<file path="config.mk">
export PLATFORM = sky130hd
export DESIGN_NAME = seq_mult_64
export DESIGN_NICKNAME = d
export VERILOG_FILES = /design/src/rtl/seq_mult_64.sv
export SDC_FILE = /design/constraint.sdc
export NUM_CORES = 1
export LEC_CHECK = 0
export BUFFER_PORTS_ARGS = -buffer_cell sky130_fd_sc_hd__buf_2
export CORE_ASPECT_RATIO = 1.2
export CORE_UTILIZATION = 35
export CTS_CLUSTER_DIAMETER = 30
export CTS_CLUSTER_SIZE = 20
export DETAILED_ROUTE_END_ITERATION = 7
export PLACE_DENSITY = 0.5
export SLEW_MARGIN = 15
export SYNTH_ARGS = -nofsm -noshare
export SYNTH_HDL_FRONTEND = slang
export SYNTH_SLANG_ARGS = --single-unit
</file>
<file path="constraint.sdc">
create_clock -name clock -period 7.3 [get_ports clock]
set_clock_uncertainty 0.1 [all_clocks]
set_input_delay 0.73 -clock clock [delete_from_list [all_inputs] [get_ports clock]]
set_output_delay 0.73 -clock clock [all_outputs]
set_load 0.03 [all_outputs]
</file>
<file path="src/rtl/seq_mult_64.sv">
// Iterative shift-add multiplier: one partial product per cycle, signed or unsigned,
// registered 2*WIDTH product with a one-cycle completion strobe.
module seq_mult_64 #(
    parameter int unsigned WIDTH = 32
) (
    input  logic                 clock,
    input  logic                 clr,
    input  logic                 start,
    input  logic                 signed_op,
    input  logic [WIDTH-1:0]     operand_a,
    input  logic [WIDTH-1:0]     operand_b,
    output logic                 busy,
    output logic                 result_valid,
    output logic [2*WIDTH-1:0]   result
);

    localparam int unsigned RW = 2 * WIDTH;
    localparam int unsigned CW = $clog2(WIDTH) + 1;

    localparam logic [1:0] IDLE = 2'd0;
    localparam logic [1:0] RUN  = 2'd1;
    localparam logic [1:0] FIX  = 2'd2;

    logic [1:0]        state,  nxt_state;
    logic [WIDTH-1:0]  mcand,  nxt_mcand;
    logic [WIDTH-1:0]  mplier, nxt_mplier;
    logic [RW-1:0]     acc,    nxt_acc;
    logic [CW-1:0]     cnt,    nxt_cnt;
    logic              neg,    nxt_neg;
    logic              nxt_busy;
    logic              nxt_valid;
    logic [RW-1:0]     nxt_result;

    // Magnitude of an operand; the most-negative value maps onto itself as unsigned.
    function automatic logic [WIDTH-1:0] mag(input logic [WIDTH-1:0] v, input logic s);
        return (s && v[WIDTH-1]) ? (~v + WIDTH'(1)) : v;
    endfunction

    // State register and datapath registers
    always_ff @(posedge clock or negedge clr) begin
        if (!clr) begin
            state        <= IDLE;
            mcand        <= '0;
            mplier       <= '0;
            acc          <= '0;
            cnt          <= '0;
            neg          <= 1'b0;
            busy         <= 1'b0;
            result_valid <= 1'b0;
            result       <= '0;
        end else begin
            state        <= nxt_state;
            mcand        <= nxt_mcand;
            mplier       <= nxt_mplier;
            acc          <= nxt_acc;
            cnt          <= nxt_cnt;
            neg          <= nxt_neg;
            busy         <= nxt_busy;
            result_valid <= nxt_valid;
            result       <= nxt_result;
        end
    end

    // Next-state and datapath logic
    always_comb begin
        nxt_state  = state;
        nxt_mcand  = mcand;
        nxt_mplier = mplier;
        nxt_acc    = acc;
        nxt_cnt    = cnt;
        nxt_neg    = neg;
        nxt_busy   = busy;
        nxt_valid  = 1'b0;
        nxt_result = result;

        case (state)
            IDLE: begin
                if (start) begin
                    nxt_mcand  = mag(operand_a, signed_op);
                    nxt_mplier = mag(operand_b, signed_op);
                    nxt_neg    = signed_op & (operand_a[WIDTH-1] ^ operand_b[WIDTH-1]);
                    nxt_acc    = '0;
                    nxt_cnt    = '0;
                    nxt_busy   = 1'b1;
                    nxt_state  = RUN;
                end
            end
            RUN: begin
                if (mplier[0]) begin
                    nxt_acc = acc + (RW'(mcand) << cnt);
                end
                nxt_mplier = mplier >> 1;
                nxt_cnt    = cnt + CW'(1);
                if (cnt == CW'(WIDTH - 1)) begin
                    nxt_state = FIX;
                end
            end
            FIX: begin
                // Negating zero yields zero, so no special case is needed.
                nxt_result = neg ? (~acc + RW'(1)) : acc;
                nxt_valid  = 1'b1;
                nxt_busy   = 1'b0;
                nxt_state  = IDLE;
            end
            default: begin
                nxt_busy  = 1'b0;
                nxt_state = IDLE;
            end
        endcase
    end

endmodule

</file>
Word level (Yosys, flattened, before mapping)

Index checks and enable logic that the tools add are counted.

Word-level logic and storage cells: 52
Register bits after elaboration: 203

Bitwise operators: 6
Reduce and logical (&&, ||, !) cells: 9
Shifts and indexed selects: 1
Add/sub/neg operators: 5
Equality and inequality tests: 6
Muxes and demuxes: 16

Operators with widths:

| operator                | count |
|---|---|
| $mux W64                | 3 |
| $pmux W64 S2            | 1 |
| $mux W32                | 3 |
| $add A32 B1 Y32 const B | 2 |
| $add A64 B1 Y64 const B | 1 |
| $add A64 B64 Y64        | 1 |
| $not A32 Y32            | 2 |
| $not A64 Y64            | 1 |
| $pmux W32 S2            | 1 |
| $shl A32 B6 Y64         | 1 |
| $pmux W6 S2             | 1 |
| $reduce_and A2 Y1       | 4 |
| $add A6 B1 Y6 const B   | 1 |
| $eq A6 B5 Y1 const B    | 1 |
| $mux W6                 | 1 |
| $ne A2 B2 Y1 const B    | 3 |
| $mux W2                 | 2 |
| $pmux W2 S2             | 1 |
| $reduce_and A3 Y1       | 1 |
| $eq A2 B1 Y1 const B    | 1 |
| $eq A2 B2 Y1 const B    | 1 |
| $logic_and A1 B1 Y1     | 2 |
| $logic_not A2 Y1        | 1 |
| $mux W1                 | 2 |
| 5 further kinds         | 5 |

Logic depth before layout (Yosys ltp)

Gate-level depths: netlist of the first run.

Word-level depth: 5
Mapped depth: 25
Depth with buffers taken out: 21

Least setup slack after synthesis of the first run

OpenSTA, ideal clock, no wires.

Path kind: reg-to-reg
From: register cnt[0]
To: register acc[53]
Setup slack: 2.056 ns
Arrival time: 5.011 ns
Stages on the path, launching flop included: 24
Period minus slack after synthesis: 5.244 ns
Path through: dfrtp_1 > clkbuf_1 > buf_2 > buf_2 > mux2_2 > mux2_2 > mux2_2 > o21ai_0 > nor2_1 > nor2_1 > nor2_1 > ha_1 > clkbuf_1 > a21o_1 > a21oi_1 > o211ai_1 > a221oi_1 > o211ai_1 > a211oi_1 > nor3_1 > or2_2 > a21oi_1 > xnor2_1 > o21ai_0

Word-level cells in the longest chain between the ends: 4

RTL lines:

| what                   | line | RTL |
|---|---|---|
| start, declared        | 28   | `logic [CW-1:0] cnt, nxt_cnt;` |
| start signal, assigned | 56   | `cnt <= nxt_cnt;` |
| $shl A32 B6 Y64        | 90   | `nxt_acc = acc + (RW'(mcand) << cnt);` |
| $add A64 B64 Y64       | 90   |  |
| $mux W64               | 89   | `if (mplier[0]) begin` |
| $pmux W64 S2           | 76   | `case (state)` |
| end signal, assigned   | 55   | `acc <= nxt_acc;` |
| end, declared          | 27   | `logic [RW-1:0] acc, nxt_acc;` |

No other way between the ends. The select of a mux whose other input is x is not followed.
A chain may end at the register's enable or synchronous reset.

Worst setup path after layout of the first run

From: register cnt[0]
To: register acc[61]

Same word-level chain as after synthesis.

==> flow_summary.json, run 1 <==
{
  "status": "completed",
  "ys_seq_area_share_pct": 32.2,
  "fin_ws_ps": 1200,
  "fp.dieH_um": 235,
  "critPathCapture": "acc[61]",
  "postCtsSetupRepairBufs": 0,
  "finalHoldViolCount": 0,
  "cp_num_buf_inv": 1,
  "clk_pin_slew_ps": 50,
  "ios": 134,
  "final_common_cell": "nand2_1",
  "antenna_found_initial": 0,
  "yosys_warnings": 0,
  "first_global_vias": 14056,
  "core-area_um2": 44100,
  "diodes": 0,
  "rsz0062_at_grt": "false",
  "r2r_start": "cnt[0]",
  "fmax_mhz": 164,
  "wl_per_cell_um": 18.2,
  "ys_types": 74,
  "tightestPinTransition_ps": 1120,
  "post_cts_resized": 0,
  "drt.antenna.violating_nets": 0,
  "syn_avg_cell_area_um2": 8.10,
  "vdd_ir_drop_max_v": 0.000200,
  "path_cells": "buf_4, mux2_2, o21ai_0, nor2_1, a21oi_1, a21o_1, mux2_2, nor2_1, ha_1, nand2_1, or4_1, nor2_1, nand2_1, o211ai_1, a211oi_1, nor3_1, a31oi_1, o21ai_0, nand4b_1, o211ai_1",
  "syn-cell-area_um2": 15800,
  "drv_cap": 0,
  "post-place-ws_ps": 1310,
  "cpMaxStageDelayCell": "dfrtp_2",
  "grt_use_total_pct": 20.8,
  "reg2regPathDepth": 20,
  "timing.final.crit_share_pct": 83.6,
  "std_cell_rows": 84,
  "drt-initial-drc-count": 847,
  "fin_tns_setup_ps": 0,
  "grt_overflow": 0,
  "crit_family": "compound AO/OA/AOI/OAI gates",
  "crit_path_frequent_cell": "nor2_1",
  "vias": 14338,
  "synth_edf_count": 0,
  "period_needed_ps": 6100,
  "syn_to_final_growth_pct": 17.9,
  "critPathLaunchType": "flop",
  "drt-pass1-iter-count": 5,
  "grt_max_degree": 112,
  "post-route-util_pct": 42.2,
  "worstSetupPathType": "flop to flop",
  "crit_required_ps": 7660,
  "finalMaxSlewViolations": 0,
  "fp.dieW_um": 196,
  "end_kind": "flop",
  "port_buffers": 133,
  "nets": 2178,
  "rrSetupSlack_ps": 1200,
  "synth_fp_nets": 2086,
  "place.gp.congestion": 0.922,
  "placed_area_um2": 16900,
  "yosys_most_used_dff": "dfrtp_1",
  "hold_class": "input pin to async pin",
  "critPathArrivalTime_ps": 6460,
  "crit_fanout": 30,
  "die-area_um2": 46000,
  "finalPower_mw": 9.79,
  "syn-instance-count": 1950,
  "startpoint": "cnt[0]",
  "max_slew_margin_pct": 25.6,
  "final_cell_mix": "nand2_1 (318), o21ai_0 (288), dfrtp_1 (201), a21oi_1 (132), buf_2 (132)",
  "cts_root_buf": "clkbuf_16",
  "critical_path_cell_count": 20,
  "final_layout_size_suffix_gt1_share_pct": 14.7,
  "yosys_register_bits": 203,
  "drt-total-wl_um": 48100,
  "p_leak_nw": 8.08,
  "p_per_area_nw_per_um2": 525,
  "cts_buffers": 48,
  "dp_hpwl_um": 36900,
  "cts_tree": "done",
  "htreeDepth": 2,
  "r2r_end": "acc[61]",
  "drc": 0,
  "cts.sinks": 203,
  "crit_path_max_incr_delay_ps": 840,
  "start_util_pct": 35.8,
  "async_flop_share_pct": 100,
  "clockBufferDepth": 3,
  "grt_pass1_wl_um": 77400,
  "setup_viol": 0,
  "insertion_delay_ps": 560,
  "stdcell_area_um2": 18600,
  "vias_per_cell": 5.43,
  "cts_hold_buf": 0
}
[area by class of cell]
class,count,area [um2]
clock buffers,64,1320
multi-input cells,1599,10200
clock inverters,25,383
repair buffers,152,817
fillers,4497,25500
flip-flops and latches,203,5080
well taps,559,699
inverters,38,143
[report_power, final]
group / total, mW / switching, mW / internal (mW)
logic: 5.53 / 3.43 / 2.10
registers: 2.03 / 0.538 / 1.49
clock network: 2.23 / 0.682 / 1.55
[routing by layer]
metal | track usage (%) | vias up | routed length, um
met3 | 2.45 | 69 | 1570
met4 | 6.01 | 0 | 1180
met5 | 0 | - | 0
met1 | 28.3 | 6771 | 22800
met2 | 34.5 | 277 | 22600
li1 | - | 7221 | -
[worst min path at each step]
| stage | from | endpoint | cells past startpoint |
|---|---|---|---|
| 2_1_floorplan | clr | acc[0] | 0 |
| 3_3_place_gp | result[38] | result[38] | 2 |
| 3_5_place_dp | result[49] | result[49] | 2 |
| 4_1_cts | clr | result[9] | 1 |
| 5_1_grt | clr | result[9] | 1 |
| 6_report | clr | result[3] | 1 |
[flip-flops by register name, summed over array words and instances (netlist names)]
register / count
mplier: 32
state: 2
cnt: 6
result_valid: 1
acc: 64
neg: 1
mcand: 32
busy: 1
result: 64
[Yosys cell counts (all sizes together) (11+ instances only)]
cell type / n / area share [%]
nor2: 127 / 3.0
xnor2: 77 / 4.3
ha: 67 / 5.3
nand2b: 14 / 0.55
dfrtp: 203 / 32
a22oi: 30 / 1.4
nor4: 17 / 0.81
clkbuf: 100 / 2.4
nand4: 19 / 0.75
and2: 23 / 0.91
inv: 37 / 0.88
o22ai: 20 / 0.79
nand2: 320 / 7.7
a21oi: 132 / 4.2
xor2: 103 / 5.7
a31oi: 12 / 0.48
nor3: 21 / 0.67
mux2: 14 / 1.0
or4: 16 / 0.83
or3: 15 / 0.67
mux2i: 43 / 2.7
or2: 14 / 0.59
o41ai: 16 / 0.98
o21ai: 299 / 9.5
mux4: 18 / 2.6
o31ai: 29 / 1.5
a21o: 24 / 1.1
a22o: 11 / 0.61
nand3: 20 / 0.67
[kinds of logic (layout without fill, tap and decap cells)]
logic type               Yosys count  count (layout)  synth area share, %
AO/OA/AOI/OAI                    641             641                 24.1
XOR/XNOR                         180             180                 9.98
adder cells (fa/ha/maj)           68              68                 5.43
buffers and inverters            148             279                 3.54
flip-flops                       203             203                 32.2
multiplexers                      75              75                 6.29
AND/OR/NAND/NOR                  635             635                 18.5
[through the flow]
| stage | instances | hold WS (ps) |
|---|---|---|
| after floorplan | 1950 | 334 |
| after global placement | 2551 | 358 |
| after detailed placement | 2551 | 366 |
| after CTS | 2640 | 262 |
| after global routing | 2640 | 295 |
| final | 2640 | 219 |
No activity file was read; power rests on OpenSTA's default activity.
==> inputs of run 2 (changes only) <==
--- a/config.mk
+++ b/config.mk
@@ -11,7 +11,7 @@
 export CTS_CLUSTER_DIAMETER = 30
 export CTS_CLUSTER_SIZE = 20
 export DETAILED_ROUTE_END_ITERATION = 7
-export PLACE_DENSITY = 0.5
+export PLACE_DENSITY = 0.52
 export SLEW_MARGIN = 15
 export SYNTH_ARGS = -nofsm -noshare
 export SYNTH_HDL_FRONTEND = slang
==> constraint.sdc (replaced) <==
create_clock -name clock -period 4.9 [get_ports clock]
set_clock_uncertainty 0.1 [all_clocks]
set_input_delay 0.49 -clock clock [delete_from_list [all_inputs] [get_ports clock]]
set_output_delay 0.49 -clock clock [all_outputs]
set_load 0.03 [all_outputs]
==> run 2 against run 1 <==
- die area is the same
- fmax rose by 29%
- first-iteration DRC count increased by 5.2%
- count of clock-buffer cells in the layout decreased by 1
- hold slack got worse by 80 ps
- setup slack got worse by 1000 ps
- combinational power up 99%
- via count increased by 5.8%
- routed wire length is 4.5% higher
- sequential share of layout area shrank 2.5 points
- register-to-register slack got worse by 1000 ps
- cell area grew 10%
- critical endpoint is now acc[56]
- largest cell class unchanged
- highest routed layer unchanged
==> flow_summary.json, run 2 (synthesis results as in run 1) <==
{
  "period_needed_ps": 4730,
  "grt_use_total_pct": 21.7,
  "reg2regPathDepth": 22,
  "rrSetupSlack_ps": 170,
  "drt-total-wl_um": 50300,
  "clockBufferDepth": 3,
  "critPathCapture": "acc[56]",
  "die-area_um2": 46000,
  "drv_cap": 0,
  "worstSetupPathType": "flop to flop",
  "cts_buffers": 49,
  "vias": 15163,
  "ios": 134,
  "std_cell_rows": 84,
  "end_kind": "flop",
  "p_per_area_nw_per_um2": 841,
  "dp_hpwl_um": 39100,
  "antenna_found_initial": 0,
  "stdcell_count": 2833,
  "startpoint": "cnt[0]",
  "worst_hold_slack_ps": 139,
  "cts.sinks": 203,
  "crit_fanout": 7,
  "vdd_ir_drop_max_v": 0.000345,
  "fin_ws_ps": 174,
  "final_layout_size_suffix_gt1_share_pct": 25.2,
  "timing.final.crit_share_pct": 96.5,
  "post-route-util_pct": 46.5,
  "status": "completed",
  "clk_pin_slew_ps": 50,
  "tightestPinTransition_ps": 1050,
  "fin_tns_setup_ps": 0,
  "p_leak_nw": 9.11,
  "nets": 2374,
  "cts_tree": "done",
  "insertion_delay_ps": 540,
  "fmax_mhz": 212,
  "final_common_cell": "nand2_1",
  "drc": 0,
  "critPathLaunchType": "flop",
  "post-place-ws_ps": -232,
  "port_buffers": 133,
  "fp.dieW_um": 196,
  "stdcell_area_um2": 20500,
  "vias_per_cell": 5.35,
  "place.gp.congestion": 0.938,
  "syn_to_final_growth_pct": 29.9,
  "first_global_vias": 14853,
  "drt-pass1-iter-count": 5,
  "hold_class": "input pin to flop",
  "grt_overflow": 0,
  "reg.largest.list": "acc (64), result (64)",
  "htreeDepth": 2,
  "drt-initial-drc-count": 891,
  "max_slew_margin_pct": 29.7,
  "final.fill_count": 4442,
  "finalHoldViolCount": 0,
  "fp.dieH_um": 235,
  "finalMaxSlewViolations": 0,
  "core-area_um2": 44100,
  "drt.antenna.violating_nets": 0,
  "placed_area_um2": 18400,
  "hold_depth": 3,
  "wl_per_cell_um": 17.8,
  "setup_viol": 0,
  "critPathArrivalTime_ps": 5020,
  "grt_pass1_wl_um": 80300,
  "final_cell_mix": "nand2_1 (316), o21ai_0 (260), buf_4 (205), dfrtp_1 (201), buf_2 (132)",
  "finalPower_mw": 17.3,
  "place_inst": 2738,
  "grt_max_degree": 108,
  "crit_required_ps": 5200,
  "rsz0062_at_grt": "true",
  "start_util_pct": 35.8,
  "cts_root_buf": "clkbuf_16",
  "r2r_end": "acc[56]",
  "diodes": 0,
  "r2r_start": "cnt[0]"
}
## run 2: where the power goes
part / internal, mW / switching, mW
clock network: 2.33 / 0.979
registers: 2.23 / 0.683
logic: 5.06 / 5.99
## run 2: layout make-up
| type | instances | area [um2] | share of cell area [%] |
|---|---|---|---|
| inverters | 38 | 143 | 0.695 |
| clock inverters | 24 | 327 | 1.59 |
| multi-input cells | 1599 | 10500 | 51.4 |
| flip-flops and latches | 203 | 5080 | 24.8 |
| well taps | 559 | 699 | 3.41 |
| clock buffers | 63 | 1380 | 6.72 |
| repair buffers | 347 | 2350 | 11.5 |
## run 2: worst min-delay path by stage
| stage | slack (ps) | end | from |
|---|---|---|---|
| 2_1_floorplan | 90 | acc[0] | clr |
| 3_3_place_gp | 360 | result[45] | result[45] |
| 3_5_place_dp | 370 | result[42] | result[42] |
| 4_1_cts | 120 | mcand[1] | operand_a[1] |
| 5_1_grt | 140 | mcand[1] | operand_a[1] |
| 6_report | 140 | busy | start |
## run 2: repair_timing
item,CTS,global route
gates resized for setup,9,102
endpoints found under the hold margin,2,0
hold buffers,1,0
setup endpoints to repair,12,22
pin swaps,0,23
setup buffers,0,7
## run 2: per-layer routing
layer,track usage [%],up-vias,share of wire (%)
li1,-,7610,-
met1,28.4,7109,45
met2,35.7,331,47
met3,2.90,113,3.6
met4,9.68,0,4.2
met5,0,-,0
## run 2: critical path, stage by stage (launching register included)
cell and delay, ps:
dfrtp_2 460, buf_4 160, mux4_2 520, mux2_2 290, o21ai_0 150, buf_4 140
and2_1 120, a211o_1 100, o21ai_1 110, ha_1 380, buf_4 140, buf_4 110
nand4_1 120, or3_4 380, buf_4 130, o221ai_1 160, a21oi_1 90, nand3b_1 130
o221ai_2 120, o21ai_2 210, a21oi_1 110, xor2_1 240, o21ai_1 100
